## src/rtl/alu_issue_pkg.sv

```systemverilog
// Shared definitions for the ALU issue stage: op encodings, FLAGS bit positions,
// FLAGS reset value and the per-op flag commit masks.
package alu_issue_pkg;

  localparam int DATA_W          = 16;
  localparam int MC_ALUOp_t_BITS = 3;

  typedef enum logic [MC_ALUOp_t_BITS-1:0] {
    ALUOp_SELA = 3'd0,
    ALUOp_SELB = 3'd1,
    ALUOp_ADD  = 3'd2,
    ALUOp_ADC  = 3'd3,
    ALUOp_AND  = 3'd4
  } MC_ALUOp_t;

  localparam int CF_IDX = 0;
  localparam int PF_IDX = 2;
  localparam int AF_IDX = 4;
  localparam int ZF_IDX = 6;
  localparam int SF_IDX = 7;
  localparam int OF_IDX = 11;

  localparam logic [DATA_W-1:0] FLAGS_RESET      = 16'h0002;
  localparam logic [DATA_W-1:0] FLAGS_MASK_ARITH = 16'h08D5;
  localparam logic [DATA_W-1:0] FLAGS_MASK_LOGIC = 16'h08C5;
  localparam logic [DATA_W-1:0] FLAGS_MASK_NONE  = 16'h0000;

  typedef enum logic [1:0] {
    ST_IDLE = 2'd0,
    ST_EXEC = 2'd1,
    ST_RESP = 2'd2
  } issue_state_t;

  typedef struct packed {
    logic [MC_ALUOp_t_BITS-1:0] op;
    logic [DATA_W-1:0]          a;
    logic [DATA_W-1:0]          b;
    logic                       is_8_bit;
    logic                       update_flags;
  } issue_req_t;

  function automatic logic op_known(input logic [MC_ALUOp_t_BITS-1:0] op);
    case (op)
      ALUOp_SELA, ALUOp_SELB, ALUOp_ADD, ALUOp_ADC, ALUOp_AND: return 1'b1;
      default:                                                 return 1'b0;
    endcase
  endfunction

  // Unrecognised ops fall into the default arm and therefore never touch FLAGS.
  function automatic logic [DATA_W-1:0] flag_mask(input logic [MC_ALUOp_t_BITS-1:0] op);
    case (op)
      ALUOp_ADD, ALUOp_ADC: return FLAGS_MASK_ARITH;
      ALUOp_AND:            return FLAGS_MASK_LOGIC;
      default:              return FLAGS_MASK_NONE;
    endcase
  endfunction

endpackage

```

## src/rtl/alu_issue_flags_reg.sv

```systemverilog
// Architectural FLAGS register: masked merge of ALU flags on commit, external load
// with priority over the commit, bit 1 always reads as 1.
module alu_issue_flags_reg
  import alu_issue_pkg::*;
(
  input  logic              clk,
  input  logic              reset,
  input  logic              i_commit,
  input  logic [DATA_W-1:0] i_mask,
  input  logic [DATA_W-1:0] i_alu_flags,
  input  logic              i_load,
  input  logic [DATA_W-1:0] i_load_val,
  output logic [DATA_W-1:0] o_flags,
  output logic [DATA_W-1:0] o_flags_next
);

  logic [DATA_W-1:0] r_flags;
  logic [DATA_W-1:0] w_merge;

  // A load replaces the whole register, so a coincident commit is dropped entirely.
  always_comb begin
    w_merge = r_flags;
    if (i_load) begin
      w_merge = i_load_val;
    end else if (i_commit) begin
      w_merge = (r_flags & ~i_mask) | (i_alu_flags & i_mask);
    end
    w_merge[1] = 1'b1;
  end

  always_ff @(posedge clk) begin
    if (reset) begin
      r_flags <= FLAGS_RESET;
    end else begin
      r_flags <= w_merge;
    end
  end

  assign o_flags      = r_flags;
  assign o_flags_next = w_merge;

endmodule

```

## src/rtl/alu_issue.sv

```systemverilog
// Issue stage for an external combinational ALU: one op in flight through
// IDLE -> EXEC -> RESP, with architectural FLAGS held in alu_issue_flags_reg.
module alu_issue
  import alu_issue_pkg::*;
(
  input  logic                       clk,
  input  logic                       reset,
  input  logic                       req_valid,
  output logic                       req_ready,
  input  logic [MC_ALUOp_t_BITS-1:0] req_op,
  input  logic [DATA_W-1:0]          req_a,
  input  logic [DATA_W-1:0]          req_b,
  input  logic                       req_is_8_bit,
  input  logic                       req_update_flags,
  output logic [DATA_W-1:0]          alu_a,
  output logic [DATA_W-1:0]          alu_b,
  output logic [MC_ALUOp_t_BITS-1:0] alu_op,
  output logic                       alu_is_8_bit,
  output logic [DATA_W-1:0]          alu_flags_in,
  input  logic [DATA_W-1:0]          alu_out,
  input  logic [DATA_W-1:0]          alu_flags_out,
  output logic                       rsp_valid,
  input  logic                       rsp_ready,
  output logic [DATA_W-1:0]          rsp_result,
  output logic [DATA_W-1:0]          rsp_flags,
  input  logic                       flags_load,
  input  logic [DATA_W-1:0]          flags_load_val,
  output logic [DATA_W-1:0]          flags
);

  issue_state_t      r_state;
  issue_state_t      w_state_next;
  issue_req_t        r_req;
  logic              w_accept;
  logic              w_in_exec;
  logic              w_known;
  logic              w_commit;
  logic [DATA_W-1:0] w_mask;
  logic [DATA_W-1:0] w_alu_flags;
  logic [DATA_W-1:0] w_result;
  logic [DATA_W-1:0] w_flags_next;
  logic [DATA_W-1:0] r_rsp_result;
  logic [DATA_W-1:0] r_rsp_flags;

  // Ready is held low during reset so nothing is accepted in the reset cycle.
  assign req_ready = ~reset & ((r_state == ST_IDLE) | ((r_state == ST_RESP) & rsp_ready));
  assign w_accept  = req_valid & req_ready;
  assign w_in_exec = (r_state == ST_EXEC);

  always_ff @(posedge clk) begin
    if (reset) begin
      r_state <= ST_IDLE;
    end else begin
      r_state <= w_state_next;
    end
  end

  always_comb begin
    w_state_next = r_state;
    case (r_state)
      ST_IDLE: begin
        if (w_accept) w_state_next = ST_EXEC;
      end
      ST_EXEC: begin
        w_state_next = ST_RESP;
      end
      ST_RESP: begin
        if (rsp_ready) w_state_next = w_accept ? ST_EXEC : ST_IDLE;
      end
      default: begin
        w_state_next = ST_IDLE;
      end
    endcase
  end

  // Accept -> EXEC boundary: request fields are registered and drive the ALU.
  always_ff @(posedge clk) begin
    if (w_accept) begin
      r_req.op           <= req_op;
      r_req.a            <= req_a;
      r_req.b            <= req_b;
      r_req.is_8_bit     <= req_is_8_bit;
      r_req.update_flags <= req_update_flags;
    end
  end

  assign w_known      = op_known(r_req.op);
  assign w_mask       = flag_mask(r_req.op);
  assign alu_a        = r_req.a;
  assign alu_b        = r_req.b;
  assign alu_op       = w_known ? r_req.op : ALUOp_SELA;
  assign alu_is_8_bit = r_req.is_8_bit;
  assign alu_flags_in = flags;

  // Logical AND always clears OF regardless of what the ALU reports.
  always_comb begin
    w_alu_flags = alu_flags_out;
    if (r_req.op == ALUOp_AND) w_alu_flags[OF_IDX] = 1'b0;
    w_result = '0;
    if (w_known) w_result = r_req.is_8_bit ? {8'h00, alu_out[7:0]} : alu_out;
  end

  assign w_commit = w_in_exec & r_req.update_flags;

  alu_issue_flags_reg u_flags_reg (
    .clk          (clk),
    .reset        (reset),
    .i_commit     (w_commit),
    .i_mask       (w_mask),
    .i_alu_flags  (w_alu_flags),
    .i_load       (flags_load),
    .i_load_val   (flags_load_val),
    .o_flags      (flags),
    .o_flags_next (w_flags_next)
  );

  // EXEC -> RESP boundary: result and post-commit FLAGS are frozen for the response.
  always_ff @(posedge clk) begin
    if (reset) begin
      r_rsp_result <= '0;
      r_rsp_flags  <= FLAGS_RESET;
    end else if (w_in_exec) begin
      r_rsp_result <= w_result;
      r_rsp_flags  <= w_flags_next;
    end
  end

  assign rsp_valid  = (r_state == ST_RESP);
  assign rsp_result = r_rsp_result;
  assign rsp_flags  = r_rsp_flags;

endmodule

```

## config.mk

```make
export PLATFORM = sky130hd
export DESIGN_NAME = alu_issue
export DESIGN_NICKNAME = d
export VERILOG_FILES = /design/src/rtl/alu_issue_pkg.sv /design/src/rtl/alu_issue_flags_reg.sv /design/src/rtl/alu_issue.sv
export SDC_FILE = /design/constraint.sdc
export NUM_CORES = 1
export LEC_CHECK = 0
export ABC_AREA = 0
export CAP_MARGIN = 5
export CELL_PAD_IN_SITES_DETAIL_PLACEMENT = 0
export CELL_PAD_IN_SITES_GLOBAL_PLACEMENT = 1
export CORE_ASPECT_RATIO = 0.7
export CORE_MARGIN = 4
export CORE_UTILIZATION = 25
export DETAILED_ROUTE_END_ITERATION = 8
export GPL_ROUTABILITY_DRIVEN = 1
export PLACE_DENSITY = 0.74
export SYNTH_ARGS = -nofsm -noshare
export SYNTH_HDL_FRONTEND = slang
export SYNTH_SLANG_ARGS = --single-unit
```

## constraint.sdc

```tcl
create_clock -name clk -period 3 [get_ports clk]
set_clock_uncertainty 0.1 [all_clocks]
set_input_delay 0.6 -clock clk [delete_from_list [all_inputs] [get_ports clk]]
set_output_delay 0.6 -clock clk [all_outputs]
set_load 0.01 [all_outputs]
```

==> run_results.csv, run 1 <==
group,metric,value,unit
worst_setup_path,critPathMaxFanout,3,
clocking,cts_resized,0,
layout,layout-drive-gt1-share,6.59,%
sta,setup_viol_count_final,0,
worst_setup_path,worst_r2r_endpoint,"rsp_result[10]",
die,initial_utilization,26.0,%
clocking,cts_setup_buffers,0,
drt,drt-total-wl,8960,um
global_routing,grt_max_degree,55,
sta,rsz0062_at_grt,"no",
power,vdd_drop_max,240,uV
drt,drc,0,
drt,post_drt_wl_per_cell,15.7,um
yosys,ys_top_cells_by_area,"edfxtp_1, dfxtp_1, buf_4",
power,p_total,2680,uW
global_routing,grt_pass1_vias,2611,
worst_setup_path,crit_path_start_kind,"primary input",
layout,final_core_util,40.8,%
worst_setup_path,cp.arrival,1.95,ns
global_routing,grt_use_total,12.0,%
clocking,cts_made_buffers,9,
layout,n_antenna_cell,0,
sta,final-hold-violation-count,0,
die,top_level_ports,192,
die,die_area,15100,um2
drt,vias_per_cell,4.27,
yosys,synth_cell_type_count,28,
layout,synthToLayoutAreaGrowth,56.6,%
drt,detail-route-antenna-nets,0,
yosys,ys_warn_count,0,
global_routing,grt_pass1_wl,14400,um
place,hpwlAfterDp,6720,um
worst_setup_path,r2r_cells,4,
drt,num_vias,2445,
drt,firstDrtPassIters,4,
min_path,min_path_type,"reg -> reg",
yosys,synthFlopType,"dfxtp_1",
worst_setup_path,cp_slowest_stage_delay,0.61,ns
global_routing,gr-total-overflow,0,
clocking,clock_tree.buffer_depth,2,
clocking,cts_hold_buf,0,
sta,slew_violations,0,
clocking,cts.clk_slew.worst_paths,0.06,ns
worst_setup_path,endpoint_kind,"output port",
worst_setup_path,cp.required,2.30,ns
power,p_leak,0.00184,uW
sta,fmax,378,MHz
clocking,cts-root-buf,"clkbuf_16",
power,power_density,519,nW/um2
yosys,async_reset_ff_share,0,%
sta,min_period_over_period,88.2,%
clocking,cts_tree,"built",
worst_setup_path,rr_startpoint,"r_state[1]",
yosys,synthTopCellsByCount,"buf_4, dfxtp_1, nor2_1, edfxtp_1, a22oi_1",
run,drv_cap,0,
sta,slew_headroom,38.7,%
global_routing,antenna_found_initial,0,
yosys,syn-cell-area,3300,um2
clocking,clk_latency,0.33,ns
yosys,syn_avg_cell_area,12.0,um2
worst_setup_path,cp_cell_sequence,"clkdlybuf4s50_1, nor2b_1, nor3_1, clkdlybuf4s50_1",
place,port_buffers,177,
yosys,yosysSeqAreaShare,62.8,%
worst_setup_path,critPathKind,"in -> out",
clocking,htreeDepth,3,
die,fp.dieH,104,um
yosys,syn_inst,274,
sta,final.min_clock_period,2.65,ns
clocking,clock_sinks,85,
sta,holdWs,0.399,ns
yosys,yosysTopAreaCell,"edfxtp_1",
worst_setup_path,crit_slowest_cell,"clkdlybuf4s50_1",
die,num_rows,34,
outcome,status,"complete, no violations",
sta,tns,0,ns
place,routabilityCongestion,0.662,
layout,nets,495,
yosys,synth.ff_latch_count,85,
worst_setup_path,cp-endpoint,"req_ready",
die,core,12700,um2
die,die_w,145,um
worst_setup_path,crit_top_cell,"clkdlybuf4s50_1",
drt,drtIter0Drc,56,
worst_setup_path,ff2ff_setup_slack,0.98,ns
yosys,synth_edf_count,37,
yosys,synth_top_area_share,33.7,%
sta,tightestPinTransition,0.915,ns
layout,fillers,1217,
yosys,yosysMostFrequentCell,"buf_4",
worst_setup_path,critPathLaunch,"rsp_ready",
min_path,hp-start,"rsp_flags[15]",
==> how the worst min path moves through the flow <==
stage                                to  slack, ns  cells after the start
after floorplan            rsp_flags[4]       0.41                      2
after global placement    rsp_flags[11]       0.37                      2
after detailed placement   rsp_flags[4]       0.39                      2
after CTS                 rsp_flags[15]       0.40                      2
after global routing      rsp_flags[13]       0.43                      2
final                     rsp_flags[15]       0.40                      2
==> kinds of logic (layout without fill, tap and decap cells) <==
kind of cell / count (synthesis) / count (layout) / share of synthesized area (%)
compound gates: 45 / 45 / 10.5
mux: 13 / 13 / 3.94
buf+inv: 66 / 200 / 13.3
flops: 85 / 85 / 62.8
simple gates: 64 / 64 / 9.36
other cells: 1 / 3 / 0.114
==> registers in the layout, summed over array words and instances (netlist names) <==
| name | flops |
|---|---|
| u_flags_reg.o_flags | 15 |
| r_req | 4 |
| rsp_flags | 15 |
| r_state | 2 |
| rsp_result | 16 |
| alu_b | 16 |
| alu_a | 16 |
| alu_is_8_bit | 1 |
==> per-stage QoR <==
stage / setup WS [ns] / cells / instance area (um2)
finish: 0.353 / 572 / 5170
CTS: 0.341 / 572 / 5170
global placement: 0.370 / 556 / 4900
global route: 0.271 / 572 / 5170
detailed placement: 0.355 / 556 / 4900
floorplan: 0.352 / 276 / 3310
==> layer usage <==
metal | routed length [um] | GRT usage, % | part of all wire [%]
met2 | 4290 | 20.0 | 48
met1 | 3740 | 13.7 | 42
met3 | 762 | 5.31 | 8.5
met4 | 170 | 4.13 | 1.9
met5 | 0 | 0 | 0
==> area by class of cell <==
cell class                      count  area, um2  area share [%]
Timing Repair Buffer              182       1820            35.1
Inverter                            2       7.51           0.145
Sequential cell                    85       2070            40.1
Clock inverter                      7       42.5           0.823
Clock buffer                        9        225            4.36
Tap cell                          162        203            3.92
Multi-Input combinational cell    125        802            15.5
==> placed cells by master, fill, tap and decap left out, types with 2 or more instances in the layout <==
master	n
nand2b_1	3
buf_4	4
clkinv_4	2
nor2_1	41
clkinv_2	2
nand3b_1	3
a21oi_1	6
a22oi_1	16
clkbuf_16	9
conb_1	3
o41ai_1	6
dfxtp_1	48
clkdlybuf4s50_1	176
edfxtp_1	37
nor3b_1	4
clkinv_1	2
nor3_1	4
mux2i_1	13
nor2b_1	3
a211oi_1	13
==> critical path, delay by kind of cell <==
kind                   cells  cell delay [ns]
buffers and inverters      2             1.06
AND/OR/NAND/NOR            2             0.29
==> where the power goes <==
| group | total, uW | switching [uW] | internal [uW] |
|---|---|---|---|
| sequential | 1300 | 28.3 | 1270 |
| combinational | 385 | 153 | 233 |
| clock | 1000 | 446 | 555 |
| total | 2680 | 627 | 2050 |
Power figures use the tool's default switching activity.
==> run 2, diff against run 1 <==
--- a/config.mk
+++ b/config.mk
@@ -11,10 +11,10 @@
 export CELL_PAD_IN_SITES_GLOBAL_PLACEMENT = 1
 export CORE_ASPECT_RATIO = 0.7
 export CORE_MARGIN = 4
-export CORE_UTILIZATION = 25
+export CORE_UTILIZATION = 28
 export DETAILED_ROUTE_END_ITERATION = 8
 export GPL_ROUTABILITY_DRIVEN = 1
-export PLACE_DENSITY = 0.74
+export PLACE_DENSITY = 0.81
 export SYNTH_ARGS = -nofsm -noshare
 export SYNTH_HDL_FRONTEND = slang
 export SYNTH_SLANG_ARGS = --single-unit
==> run_results.csv, run 2 (synthesized netlist as in run 1, its figures left out) <==
group,metric,value,unit
drt,vias_per_cell,4.38,
worst_setup_path,cp_cell_sequence,"clkdlybuf4s50_1, nor2b_1, nor3_1, clkdlybuf4s50_1",
clocking,cts_tree,"built",
drt,drc,0,
drt,post_drt_wl_per_cell,15.7,um
layout,fillers,1005,
power,vdd_drop_max,289,uV
clocking,cts_setup_buffers,0,
global_routing,grt_pass1_wl,13700,um
sta,tightestPinTransition,0.919,ns
sta,slew_violations,0,
min_path,whs_endpoint,"rsp_flags[4]",
global_routing,gr-total-overflow,0,
power,p_int,2150,uW
worst_setup_path,ff2ff_setup_slack,0.98,ns
sta,min_period_over_period,88.0,%
worst_setup_path,r2r_cells,5,
clocking,cts_resized,0,
die,fp.dieH,98.8,um
sta,final.min_clock_period,2.64,ns
clocking,htreeDepth,3,
place,routabilityCongestion,0.725,
clocking,clock_tree.buffer_depth,2,
worst_setup_path,critPathTopFamily,"buffers and inverters",
power,p_leak,0.00186,uW
layout,synthToLayoutAreaGrowth,57.2,%
min_path,hp-start,"rsp_flags[4]",
power,p_switching,638,uW
layout,seq_area,2070,um2
layout,fin_area,5190,um2
worst_setup_path,crit_top_cell,"clkdlybuf4s50_1",
clocking,clk_latency,0.33,ns
sta,slew_headroom,38.4,%
worst_setup_path,critPathKind,"in -> out",
clocking,cts.clk_slew.worst_paths,0.06,ns
worst_setup_path,crit_path_start_kind,"primary input",
layout,final_common_cell,"clkdlybuf4s50_1",
worst_setup_path,crit_slowest_cell,"clkdlybuf4s50_1",
min_path,min_delay_path_depth,2,
worst_setup_path,worst_r2r_endpoint,"rsp_flags[0]",
clocking,clock_sinks,85,
worst_setup_path,cp.arrival,1.94,ns
layout,n_antenna_cell,0,
die,die_area,13600,um2
sta,final-hold-violation-count,0,
place,port_buffers,177,
drt,firstDrtPassIters,4,
drt,drt-total-wl,8850,um
power,p_comb_share,13.8,%
global_routing,antenna_found_initial,0,
place,hpwlAfterDp,6640,um
drt,detail-route-antenna-nets,0,
drt,num_vias,2465,
global_routing,grt_max_degree,55,
power,swShare,22.9,%
place,dpl_cell_area,4890,um2
power,clkPwrFrac,39.7,%
clocking,cts_hold_buf,0,
sta,setup_viol_count_final,0,
worst_setup_path,rr_startpoint,"r_state[1]",
sta,tns,0,ns
global_routing,grt_pass1_vias,2580,
die,num_rows,32,
worst_setup_path,cp_slowest_stage_delay,0.61,ns
power,power_density,537,nW/um2
sta,rsz0062_at_grt,"no",
power,seqPwrFrac,46.5,%
drt,drtIter0Drc,58,
die,initial_utilization,29.3,%
layout,multi_input_area,801,um2
worst_setup_path,cp.required,2.30,ns
global_routing,grt_use_total,13.0,%
die,die_w,138,um
sta,fmax,379,MHz
min_path,min_path_type,"reg -> reg",
layout,nets,495,
die,core,11300,um2
worst_setup_path,critPathBufInv,2,
outcome,status,"complete, no violations",
clocking,cts_made_buffers,9,
die,top_level_ports,192,
clocking,cts-root-buf,"clkbuf_16",
worst_setup_path,critPathMaxFanout,3,
layout,layout-drive-gt1-share,6.83,%
layout,most-common-layout-cells,"clkdlybuf4s50_1, dfxtp_1, nor2_1",
worst_setup_path,endpoint_kind,"output port",
run,drv_cap,0,
run 2: changes by cell type in the layout (fill, tap and decap cells not counted), sizes merged:
cell,delta
clkinv,-2
bufinv,+1
clkinvlp,+1
run 2: worst max-delay path by stage:
stage              start   endpoint  slack (ns)  cells past startpoint
2_1_floorplan      reset   alu_a[0]        0.35                      3
3_3_place_gp   rsp_ready  req_ready        0.38                      4
3_5_place_dp   rsp_ready  req_ready        0.35                      4
4_1_cts        rsp_ready  req_ready        0.35                      4
5_1_grt        rsp_ready  req_ready        0.26                      4
6_report       rsp_ready  req_ready        0.36                      4
run 2: area by class of cell:
cell class | count | area share [%]
repair buffers | 182 | 35.0
multi-input cells | 125 | 15.4
clock buffers | 9 | 4.34
clock inverters | 7 | 1.47
flip-flops and latches | 85 | 39.9
inverters | 2 | 0.145
well taps | 153 | 3.69
run 2: power groups by stage:
| stage | Clock (uW) | Sequential [uW] | Combinational, uW |
|---|---|---|---|
| CTS | 1140 | 1300 | 391 |
| global placement | 0 | 1320 | 384 |
| global route | 1190 | 1300 | 415 |
| finish | 1100 | 1300 | 385 |
| detailed placement | 0 | 1320 | 389 |
| floorplan | 0 | 1330 | 154 |
run 2: layer usage:
metal / vias up / wire length [um] / track usage, %
li1: 1178 / - / -
met2: 92 / 4360 / 21.9
met3: 9 / 735 / 5.20
met4: 0 / 104 / 4.48
met5: - / 0 / 0
met1: 1186 / 3650 / 15.0
run 2: worst reg2reg max path, delay by kind of cell (launching register included):
family	cells	cell delay (ns)
AOI/OAI and AO/OA	2	0.21
buffers and inverters	1	0.37
DFF	1	0.36
and+or+nand+nor	2	0.89
run 2: stage by stage:
| step | setup slack [ns] | hold WS (ns) | cells | utilization, % | total power, uW |
|---|---|---|---|---|---|
| floorplan | 0.352 | 0.406 | 276 | - | 1490 |
| global placement | 0.377 | 0.371 | 547 | 43.4 | 1700 |
| detailed placement | 0.352 | 0.379 | 547 | 43.4 | 1710 |
| CTS | 0.352 | 0.398 | 563 | 46.1 | 2830 |
| global route | 0.262 | 0.427 | 563 | 46.1 | 2910 |
| finish | 0.359 | 0.398 | 563 | 46.1 | 2780 |
